### src/rtl/pipe_skid_reg.sv
// pipe_skid_reg
// -------------
// Two-entry pipeline register with a valid/ready handshake on both sides.
// The main register drives out_data/out_valid. A skid register catches the
// one word that arrives while the consumer stalls. in_ready comes straight
// from a flop, so there is no combinational path from out_ready to in_ready.
// A synchronous flush squashes every held word for branch or exception
// recovery.
//
// Ports
//   clk        clock; all state changes happen on its rising edge
//   rst        synchronous, active-high reset (has priority over everything)
//   flush      synchronous squash of all held words
//   in_valid   upstream presents a word on in_data
//   in_ready   stage can accept a word this cycle (registered)
//   in_data    upstream word
//   out_valid  out_data holds a valid word
//   out_ready  downstream takes the word this cycle
//   out_data   word presented downstream (registered)
module pipe_skid_reg #(
  parameter int width = 32
) (
  input  logic             clk,
  input  logic             rst,
  input  logic             flush,
  input  logic             in_valid,
  output logic             in_ready,
  input  logic [width-1:0] in_data,
  output logic             out_valid,
  input  logic             out_ready,
  output logic [width-1:0] out_data
);

  typedef enum logic [1:0] {
    EMPTY = 2'd0,
    ONE   = 2'd1,
    TWO   = 2'd2
  } state_t;

  state_t             state_q, state_d;
  logic [width-1:0]   main_q, main_d;
  logic [width-1:0]   skid_q, skid_d;
  logic               out_valid_q, out_valid_d;
  logic               in_ready_q, in_ready_d;

  logic               in_xfer;
  logic               out_xfer;

  // Handshakes use the registered flags, which match the outputs seen by
  // the neighbouring stages.
  assign in_xfer  = in_valid & in_ready_q;
  assign out_xfer = out_valid_q & out_ready;

  always_comb begin
    state_d = state_q;
    main_d  = main_q;
    skid_d  = skid_q;

    if (flush) begin
      // Held words are dropped. main keeps its bits, and only the valid flag
      // goes low. A coincident input word is discarded.
      state_d = EMPTY;
    end else begin
      unique case (state_q)
        EMPTY: begin
          if (in_xfer) begin
            state_d = ONE;
            main_d  = in_data;
          end
        end
        ONE: begin
          if (in_xfer && out_xfer) begin
            main_d = in_data;
          end else if (in_xfer) begin
            // The consumer stalled. Park the new word behind the current one.
            state_d = TWO;
            skid_d  = in_data;
          end else if (out_xfer) begin
            state_d = EMPTY;
          end
        end
        TWO: begin
          // in_ready is low here, so only the output side can move.
          if (out_xfer) begin
            state_d = ONE;
            main_d  = skid_q;
          end
        end
        default: begin
          state_d = EMPTY;
        end
      endcase
    end

    // Both flags are decoded from the next state, so each output is a
    // plain flop.
    out_valid_d = (state_d != EMPTY);
    in_ready_d  = (state_d != TWO);
  end

  always_ff @(posedge clk) begin
    if (rst) begin
      state_q     <= EMPTY;
      main_q      <= '0;
      skid_q      <= '0;
      out_valid_q <= 1'b0;
      in_ready_q  <= 1'b1;
    end else begin
      state_q     <= state_d;
      main_q      <= main_d;
      skid_q      <= skid_d;
      out_valid_q <= out_valid_d;
      in_ready_q  <= in_ready_d;
    end
  end

  assign out_data  = main_q;
  assign out_valid = out_valid_q;
  assign in_ready  = in_ready_q;

endmodule

### config.mk
export PLATFORM = sky130hd
export DESIGN_NAME = pipe_skid_reg
export DESIGN_NICKNAME = d
export VERILOG_FILES = /design/src/rtl/pipe_skid_reg.sv
export SDC_FILE = /design/constraint.sdc
export NUM_CORES = 1
export LEC_CHECK = 0
export CAP_MARGIN = 40
export CORE_ASPECT_RATIO = 0.7
export CORE_MARGIN = 3
export CORE_UTILIZATION = 45
export CTS_BUF_LIST = sky130_fd_sc_hd__clkbuf_2
export CTS_CLUSTER_DIAMETER = 30
export CTS_CLUSTER_SIZE = 12
export DETAILED_ROUTE_END_ITERATION = 12
export PLACE_DENSITY = 0.78
export SYNTH_ARGS = -nofsm -noshare
export SYNTH_HDL_FRONTEND = slang
export SYNTH_SLANG_ARGS = --single-unit
### constraint.sdc
create_clock -name clk -period 1.35 [get_ports clk]
set_clock_uncertainty 0.05 [all_clocks]
set_input_delay 0.135 -clock clk [delete_from_list [all_inputs] [get_ports clk]]
set_output_delay 0.135 -clock clk [all_outputs]
set_load 0.1 [all_outputs]
==> results.yml, run 1 <==
logic_synthesis:
  ys_seq_elements: 68
  syn-num-nets: 359
  synth_compound_area_frac: 0.332
  syn_area_sq_um: 3200
  syn_avg_cell_area_sq_um: 9.94
  ys_warn_count: 0
  synthCells: 322
  muxShareOfSynthArea: 0.100
  synth_top_area_cell: "dfxtp_1"
  yosys_most_used_dff: "dfxtp_1"
  synth_simple_gate_area_frac: 0.0700
  synth_edf_count: 0
  synth_async_sr_flop_share: 0
  synth_xor_area_frac: 0
  yosys.area.top_type_share: 0.425
  synthTopCellsByArea: "dfxtp_1 (43%), a211oi_2 (12%), mux2i_1 (10%), a41oi_1 (8.8%), a21oi_1 (5.5%)"
  synthAdderAreaFrac: 0
  synth_cell_types: 28
  seq_area_frac_synth: 0.425
  synth_top_family_by_area: "compound AO/OA/AOI/OAI gates"
final_layout:
  fin_nets: 435
  antenna_cells: 0
  area_delta_synth_final_pct: 48.5
  final_common_cell: "buf_12"
  fillers: 505
  final_cell_mix: "buf_12 (39), dfxtp_1 (36), clkdlybuf4s50_1 (35), mux2i_1 (32), a41oi_1 (32)"
  drive_gt1_frac: 0.397
setup_path:
  arrival_ns: 1.85
  path_buf_inv: 2
  worstPathRequired_ns: 1.74
  crit_fanout: 8
  setup.worst_path.class: "register to register"
  crit_family: "simple AND/OR/NAND/NOR gates"
  slowest_delay_ns: 0.41
  worstPathCellList: "buf_6, and4b_4, clkbuf_16, nand3_1, a21oi_2"
  start_kind: "register"
  cp-end-kind: "register"
  slowest_stage: "dfxtp_4"
job:
  cap_violations: 0
route:
  dr.pass1.iters: 5
  routed_via_density: 6.12
  routed_wl_mm: 9.78
  drc: 0
  drt_iter0_drc: 260
  routed-via-count: 3041
  routedWlPerCell_um: 19.7
  drt.antenna.violating_nets: 0
cts:
  cts_setup_buffers: 0
  cts_tree: "built"
  cts_buffer_depth: 2
  cts.htree.levels: 3
  cts-buffers-inserted: 9
  clock_sinks: 68
  clk_latency_ns: 0.51
  cts_root_buffer: "clkbuf_2"
  clk_pin_slew_ns: 0.19
floorplanning:
  pin_count: 71
  core_sq_um: 6820
  die_y_um: 76.5
  die_x_um: 107
  initial_core_util: 0.469
  dieArea_sq_um: 8170
  row_count: 25
global_routing:
  grt.total_usage: 0.231
  antenna_found_initial: 0
  overflow: 0
  grt_pass1_wl_mm: 15.2
  grt_max_degree: 65
  grt_pass1_vias: 2991
worst_hold_path:
  hold_class: "primary input to register"
placement:
  pre_cts_slack_ns: -0.267
  gp_congestion: 0.767
  dp_hpwl_mm: 6.17
  io_buffers: 70
power_and_ir_drop:
  leakagePower_nw: 1.84
  ir_worst_vdd_mv: 0.588
  power.density_nw_per_um2: 1070
sta:
  fin_tns_setup_ns: -3.51
  setup_viol: 63
  rsz0062_at_grt: "true"
  hold_viol: 0
  tightest_slew_ns: 0.380
  fin_ws_ns: -0.103
  timing.fmax_mhz: 688
  slew_viol_final: 0
  timing.final.crit_share: 1.08
  fin_crit_ns: 1.45
  maxSlewHeadroom: 0.747
run_status:
  violations: "negative setup slack"
  status: "complete, but fails checks"
[flip-flops by register name (all words and copies together) (netlist names)]
register	flops
state_q	2
in_ready	1
skid_q	32
out_data	32
out_valid	1
[worst paths after layout]
| kind | endpoint | cells past startpoint | from | slack (ns) |
|---|---|---|---|---|
| max | skid_q[23]$_SDFFE_PP0P_ | 5 | state_q[1]$_SDFF_PP0_ | -0.10 |
| min | skid_q[4]$_SDFFE_PP0P_ | 3 | in_data[4] | 0.14 |
| max reg2reg | skid_q[23]$_SDFFE_PP0P_ | 5 | state_q[1]$_SDFF_PP0_ | -0.10 |
| min reg2reg | skid_q[31]$_SDFFE_PP0P_ | 2 | skid_q[31]$_SDFFE_PP0P_ | 0.44 |
[worst reg2reg max path, cell delays in order (launching register included)]
cell and delay, ns:
dfxtp_4 0.41, buf_6 0.12, and4b_4 0.41, clkbuf_16 0.19, nand3_1 0.09, a21oi_2 0.13
[routing by layer]
layer / global-route usage / wire length (um)
met4: 0.0677 / 114
met5: 0 / 0
met1: 0.316 / 4500
met3: 0.0601 / 608
met2: 0.357 / 4560
[kinds of logic (layout without fill, tap and decap cells)]
| group | after synthesis | count (layout) |
|---|---|---|
| flip-flops | 68 | 68 |
| AND/OR/NAND/NOR | 41 | 41 |
| multiplexers | 32 | 32 |
| AO/OA/AOI/OAI | 137 | 137 |
| buffers and inverters | 44 | 125 |
[Yosys cell counts, types with 2 or more instances]
cell,n
a21oi_1,35
inv_1,2
mux2i_1,32
buf_1,2
buf_6,6
dfxtp_1,68
a41oi_1,32
clkbuf_1,24
buf_2,6
a21o_1,2
a211oi_1,2
a211oi_2,30
nand3_1,33
o21ai_0,2
o21ai_1,30
buf_4,4
[where the power goes]
group          leakage (nW)  internal [mW]  switching [mW]
combinational          1.19          0.613           0.945
sequential            0.567           2.11           0.108
clock                0.0782          0.589           0.723
total                  1.84           3.31            1.78
[area by class of cell]
type	instances	area (sq um)	share of cell area
multi-input cells	210	1660	0.349
clock inverters	7	81.3	0.0171
well taps	94	118	0.0247
repair buffers	107	1430	0.301
clock buffers	9	45.0	0.00948
inverters	2	7.51	0.00158
flip-flops and latches	68	1410	0.296
[stage by stage]
step | hold WS (ns) | power, mW | utilization | instances | cell area, sq um
after floorplan | 0.233 | 3.14 | - | 322 | 3230
after global placement | 0.410 | 3.74 | 0.653 | 477 | 4450
after detailed placement | 0.418 | 3.76 | 0.653 | 477 | 4450
after CTS | 0.109 | 5.07 | 0.678 | 494 | 4620
after global routing | 0.118 | 5.28 | 0.697 | 497 | 4750
final | 0.139 | 5.09 | 0.697 | 497 | 4750
[repair_timing]
action,4_1_cts,5_1_grt
endpoints found under the hold margin,4,0
setup endpoints to repair,74,80
pin swaps,0,2
resized for setup,18,27
hold buffers,1,0
gates cloned,0,3
No activity file was read; power rests on OpenSTA's default activity.
==> run 2, diff against run 1 <==
ABC_CLOCK_PERIOD_IN_PS = 1350   (was default)
CORE_UTILIZATION = 47   (was 45)
PLACE_DENSITY = 0.81   (was 0.78)
==> run 2 against run 1 <==
Against the previous run: the run still ends with negative setup slack left; global-route usage increased by 1.5 points; worst hold slack got worse by 0.022 ns; power increased by 5.3%; die area decreased by 4.0%; utilization increased by 5.5 points; first-iteration DRC count increased by 28%; via count increased by 0.39%; critical path type unchanged.
==> results.yml, run 2 (synthesized netlist as in run 1, its figures left out) <==
cts:
  cts.htree.levels: 3
  clk_pin_slew_ns: 0.22
  cts_buffer_depth: 2
  clock_sinks: 68
  cts_root_buffer: "clkbuf_2"
  clk_latency_ns: 0.54
  cts-buffers-inserted: 9
  cts_tree: "built"
global_routing:
  use_met2: 0.413
  use_met3: 0.0728
  grt_pass1_vias: 3050
  busiest_layer: "met2"
  grt_pass1_wl_mm: 15.2
  use_met1: 0.309
  grt.total_usage: 0.245
  antenna_found_initial: 0
  grt_max_degree: 46
  overflow: 0
floorplanning:
  row_count: 24
  pin_count: 71
  die_x_um: 105
  core_sq_um: 6400
  dieArea_sq_um: 7850
  die_y_um: 75.0
  initial_core_util: 0.500
setup_path:
  ff2ff_path_depth: 4
  r2r_end: "out_data[28]$_SDFFE_PP0P_"
  crit_fanout: 16
  setup.worst_path.class: "register to register"
  start_kind: "register"
  r2r-start: "state_q[1]$_SDFF_PP0_"
  cp-end-kind: "register"
  arrival_ns: 1.77
  critPathLaunch: "state_q[1]$_SDFF_PP0_"
  worstPathRequired_ns: 1.74
  r2r_slack_ns: -0.03
worst_hold_path:
  hold_path_end: "skid_q[10]$_SDFFE_PP0P_"
  hold_class: "primary input to register"
  whs_path_depth: 3
  hp-start: "in_data[10]"
run_status:
  status: "complete, but fails checks"
  violations: "negative setup slack"
final_layout:
  fin_nets: 429
  final_cell_mix: "buf_12 (44), clkdlybuf4s50_1 (35), nand3_1 (33), dfxtp_1 (33), a21oi_1 (32)"
  drive_gt1_frac: 0.398
  antenna_cells: 0
  final_cells: 488
  finish.utilization: 0.752
  final_common_cell: "buf_12"
  area_delta_synth_final_pct: 50.3
  fillers: 421
placement:
  io_buffers: 70
  dp_hpwl_mm: 6.24
  gp_congestion: 0.799
  dpl.cell_count: 469
sta:
  tightest_slew_ns: 0.304
  slew_viol_final: 0
  maxSlewHeadroom: 0.795
  hold_viol: 0
  fin_ws_ns: -0.0265
  rsz0062_at_grt: "true"
  timing.fmax_mhz: 726
  setup_viol: 3
  fin_crit_ns: 1.38
  fin_tns_setup_ns: -0.0353
  timing.final.crit_share: 1.02
  holdWs_ns: 0.117
route:
  dr.pass1.iters: 7
  routed_via_density: 6.26
  drt.antenna.violating_nets: 0
  drc: 0
  routed_wl_mm: 9.77
  drt_iter0_drc: 333
  routed-via-count: 3053
  routedWlPerCell_um: 20.0
power_and_ir_drop:
  power.density_nw_per_um2: 1110
  p_total_mw: 5.36
  leakagePower_nw: 1.83
  ir_worst_vdd_mv: 0.599
job:
  cap_violations: 0
-- run 2: layout make-up --
class / count / area, sq um / share of cell area
inverter: 2 / 7.51 / 0.00156
tap: 91 / 114 / 0.0237
clock buffer: 9 / 45.0 / 0.00937
clock inverter: 7 / 115 / 0.0239
sequential: 68 / 1420 / 0.296
timing repair buffer: 101 / 1430 / 0.297
multi-input combinational: 210 / 1680 / 0.349
-- run 2: per-stage QoR --
stage / setup slack [ns] / instance area [sq um]
2_1_floorplan: -0.173 / 3230
3_3_place_gp: -0.208 / 4480
3_5_place_dp: -0.293 / 4480
4_1_cts: 0.0000955 / 4690
5_1_grt: -0.0538 / 4810
6_report: -0.0265 / 4810
-- run 2: worst max path at each step --
stage,to,slack [ns]
final,out_data[28]$_SDFFE_PP0P_,-0.03
after global placement,skid_q[10]$_SDFFE_PP0P_,-0.21
after global routing,out_data[28]$_SDFFE_PP0P_,-0.05
after floorplan,out_data[10]$_SDFFE_PP0P_,-0.17
after CTS,out_data[10],0.0001
after detailed placement,out_data[25]$_SDFFE_PP0P_,-0.29
-- run 2: repair_timing --
| action | 4_1_cts | 5_1_grt |
|---|---|---|
| pin swaps | 0 | 6 |
| gates cloned | 0 | 1 |
| endpoints found under the hold margin | 3 | 0 |
| hold buffers | 1 | 0 |
| resized for setup | 22 | 36 |
| setup endpoints to repair | 48 | 77 |
| setup buffers | 0 | 1 |
-- run 2: layer usage --
metal | vias to the layer above | wire, um
li1 | 1391 | -
met1 | 1483 | 4230
met3 | 19 | 830
met5 | - | 0
met4 | 0 | 120
met2 | 160 | 4580
-- run 2: critical path, stage by stage, from the launching register on --
cell,delay [ns]
dfxtp_4,0.43
a21o_4,0.22
and4_4,0.21
buf_12,0.16
a211oi_1,0.24
-- run 2: report_power, final --
group | total, mW | leakage [nW] | switching [mW] | internal, mW
Combinational | 1.58 | 1.17 | 0.948 | 0.627
Clock | 1.56 | 0.0895 | 0.770 | 0.791
Sequential | 2.22 | 0.569 | 0.114 | 2.11
==> run 3, diff against run 2 <==
HOLD_SLACK_MARGIN = 0.02   (was default)
REMOVE_ABC_BUFFERS = 1   (was default)
==> run 3 against run 2 <==
Against the previous run: the run still ends with negative setup slack left; routed wire length increased by 14%; sequential cell count unchanged; non-clock buffer count unchanged; utilization increased by 4.3 points; count of clock-buffer cells in the layout increased by 2; power decreased by 2.5%; global-route usage decreased by 0.55 points; first-iteration DRC count decreased by 20%; clock power decreased by 14%; worst hold slack got worse by 0.0054 ns.
==> results.yml, run 3 (synthesized netlist as in run 1, its figures left out) <==
run_status:
  status: "complete, but fails checks"
  violations: "negative setup slack"
sta:
  timing.final.crit_share: 1.07
  holdWs_ns: 0.112
  hold_viol: 0
  setup_viol: 55
  timing.fmax_mhz: 691
  rsz0062_at_grt: "true"
  fin_ws_ns: -0.0973
  fin_crit_ns: 1.45
  fin_tns_setup_ns: -2.11
  slew_viol_final: 0
  maxSlewHeadroom: 0.585
  tightest_slew_ns: 0.623
route:
  routed-via-count: 3176
  routedWlPerCell_um: 22.9
  dr.pass1.iters: 5
  drc: 0
  routed_wl_mm: 11.2
  routed_via_density: 6.51
  drt_iter0_drc: 265
  drt.antenna.violating_nets: 0
setup_path:
  start_kind: "register"
  setup.worst_path.class: "register to register"
  cp-end-kind: "register"
  worstPathRequired_ns: 1.68
  worstPathCellList: "nand2b_2, buf_12, mux2i_1, a211oi_2"
  arrival_ns: 1.78
  slowest_delay_ns: 0.43
  slowest_stage: "dfxtp_4"
  crit_fanout: 16
global_routing:
  grt_max_degree: 43
  grt_pass1_wl_mm: 14.8
  antenna_found_initial: 0
  grt.total_usage: 0.240
  overflow: 0
  grt_pass1_vias: 2877
final_layout:
  final_cell_mix: "buf_12 (44), clkdlybuf4s50_1 (35)"
  drive_gt1_frac: 0.499
  fin_nets: 429
  antenna_cells: 0
  finish.utilization: 0.795
  area_delta_synth_final_pct: 58.9
  final_common_cell: "buf_12"
cts:
  clk_pin_slew_ns: 0.19
  cts-buffers-inserted: 9
  cts.htree.levels: 3
  cts_tree: "built"
  clk_latency_ns: 0.50
  cts_buffer_depth: 2
  cts_root_buffer: "clkbuf_2"
  clock_sinks: 68
floorplanning:
  dieArea_sq_um: 7850
  row_count: 24
  core_sq_um: 6400
  pin_count: 71
  initial_core_util: 0.500
  die_y_um: 75.0
  die_x_um: 105
power_and_ir_drop:
  leakagePower_nw: 1.88
  power.density_nw_per_um2: 1030
  p_total_mw: 5.23
  ir_worst_vdd_mv: 0.555
worst_hold_path:
  hold_class: "primary input to register"
placement:
  io_buffers: 70
  gp_congestion: 0.747
  dp_hpwl_mm: 5.84
job:
  cap_violations: 0
==> run 3: area by class of cell <==
class / instances / area [sq um]
multi-input combinational: 210 / 1880
timing repair buffer: 101 / 1520
sequential: 68 / 1430
fill: 369 / 1310
tap: 91 / 114
clock inverter: 5 / 76.3
clock buffer: 11 / 55.1
inverter: 2 / 7.51
==> run 3: layer usage <==
layer,track usage,up-vias,share of wire
met4,0.0451,0,0.027
met3,0.0771,39,0.095
li1,-,1397,-
met2,0.406,203,0.48
met1,0.310,1537,0.40
met5,0,-,0
==> run 3: stage by stage <==
stage	cell area (sq um)	setup WS [ns]	std cells
2_1_floorplan	2970	-1.35	280
3_3_place_gp	4400	-0.238	464
3_5_place_dp	4400	-0.313	464
4_1_cts	4590	-0.0439	482
5_1_grt	5080	-0.141	488
6_report	5080	-0.0973	488
==> run 3: path summary, 6_finish.rpt <==
path                                              from                         to  slack (ns)  cells past startpoint
worst max-delay path             state_q[0]$_SDFF_PP0_  out_data[17]$_SDFFE_PP0P_        -0.1                      4
worst min-delay path                               rst    skid_q[23]$_SDFFE_PP0P_        0.11                      3
worst max register to register   state_q[0]$_SDFF_PP0_  out_data[17]$_SDFFE_PP0P_        -0.1                      4
worst min register to register  skid_q[0]$_SDFFE_PP0P_     skid_q[0]$_SDFFE_PP0P_        0.42                      2
==> run 3: what timing repair did <==
item	CTS	global route
endpoints found under the hold margin	3	0
endpoints found under the setup margin	71	86
resized for setup	15	105
buffers inserted	1	0
gates cloned	0	6
hold buffers	1	0
pin swaps	1	14
==> run 3: report_power, final <==
part | switching (mW) | internal (mW) | total, mW
clock network | 0.725 | 0.620 | 1.34
logic | 1.01 | 0.655 | 1.67
registers | 0.110 | 2.11 | 2.22
total | 1.84 | 3.38 | 5.23
==> run 3: worst max-delay path: cells and delay by family, from the launching register on <==
family | cells | cell delay, ns
muxes | 1 | 0.35
and+or+nand+nor | 1 | 0.19
AOI/OAI and AO/OA | 1 | 0.13
DFF | 1 | 0.43
buffers and inverters | 1 | 0.19
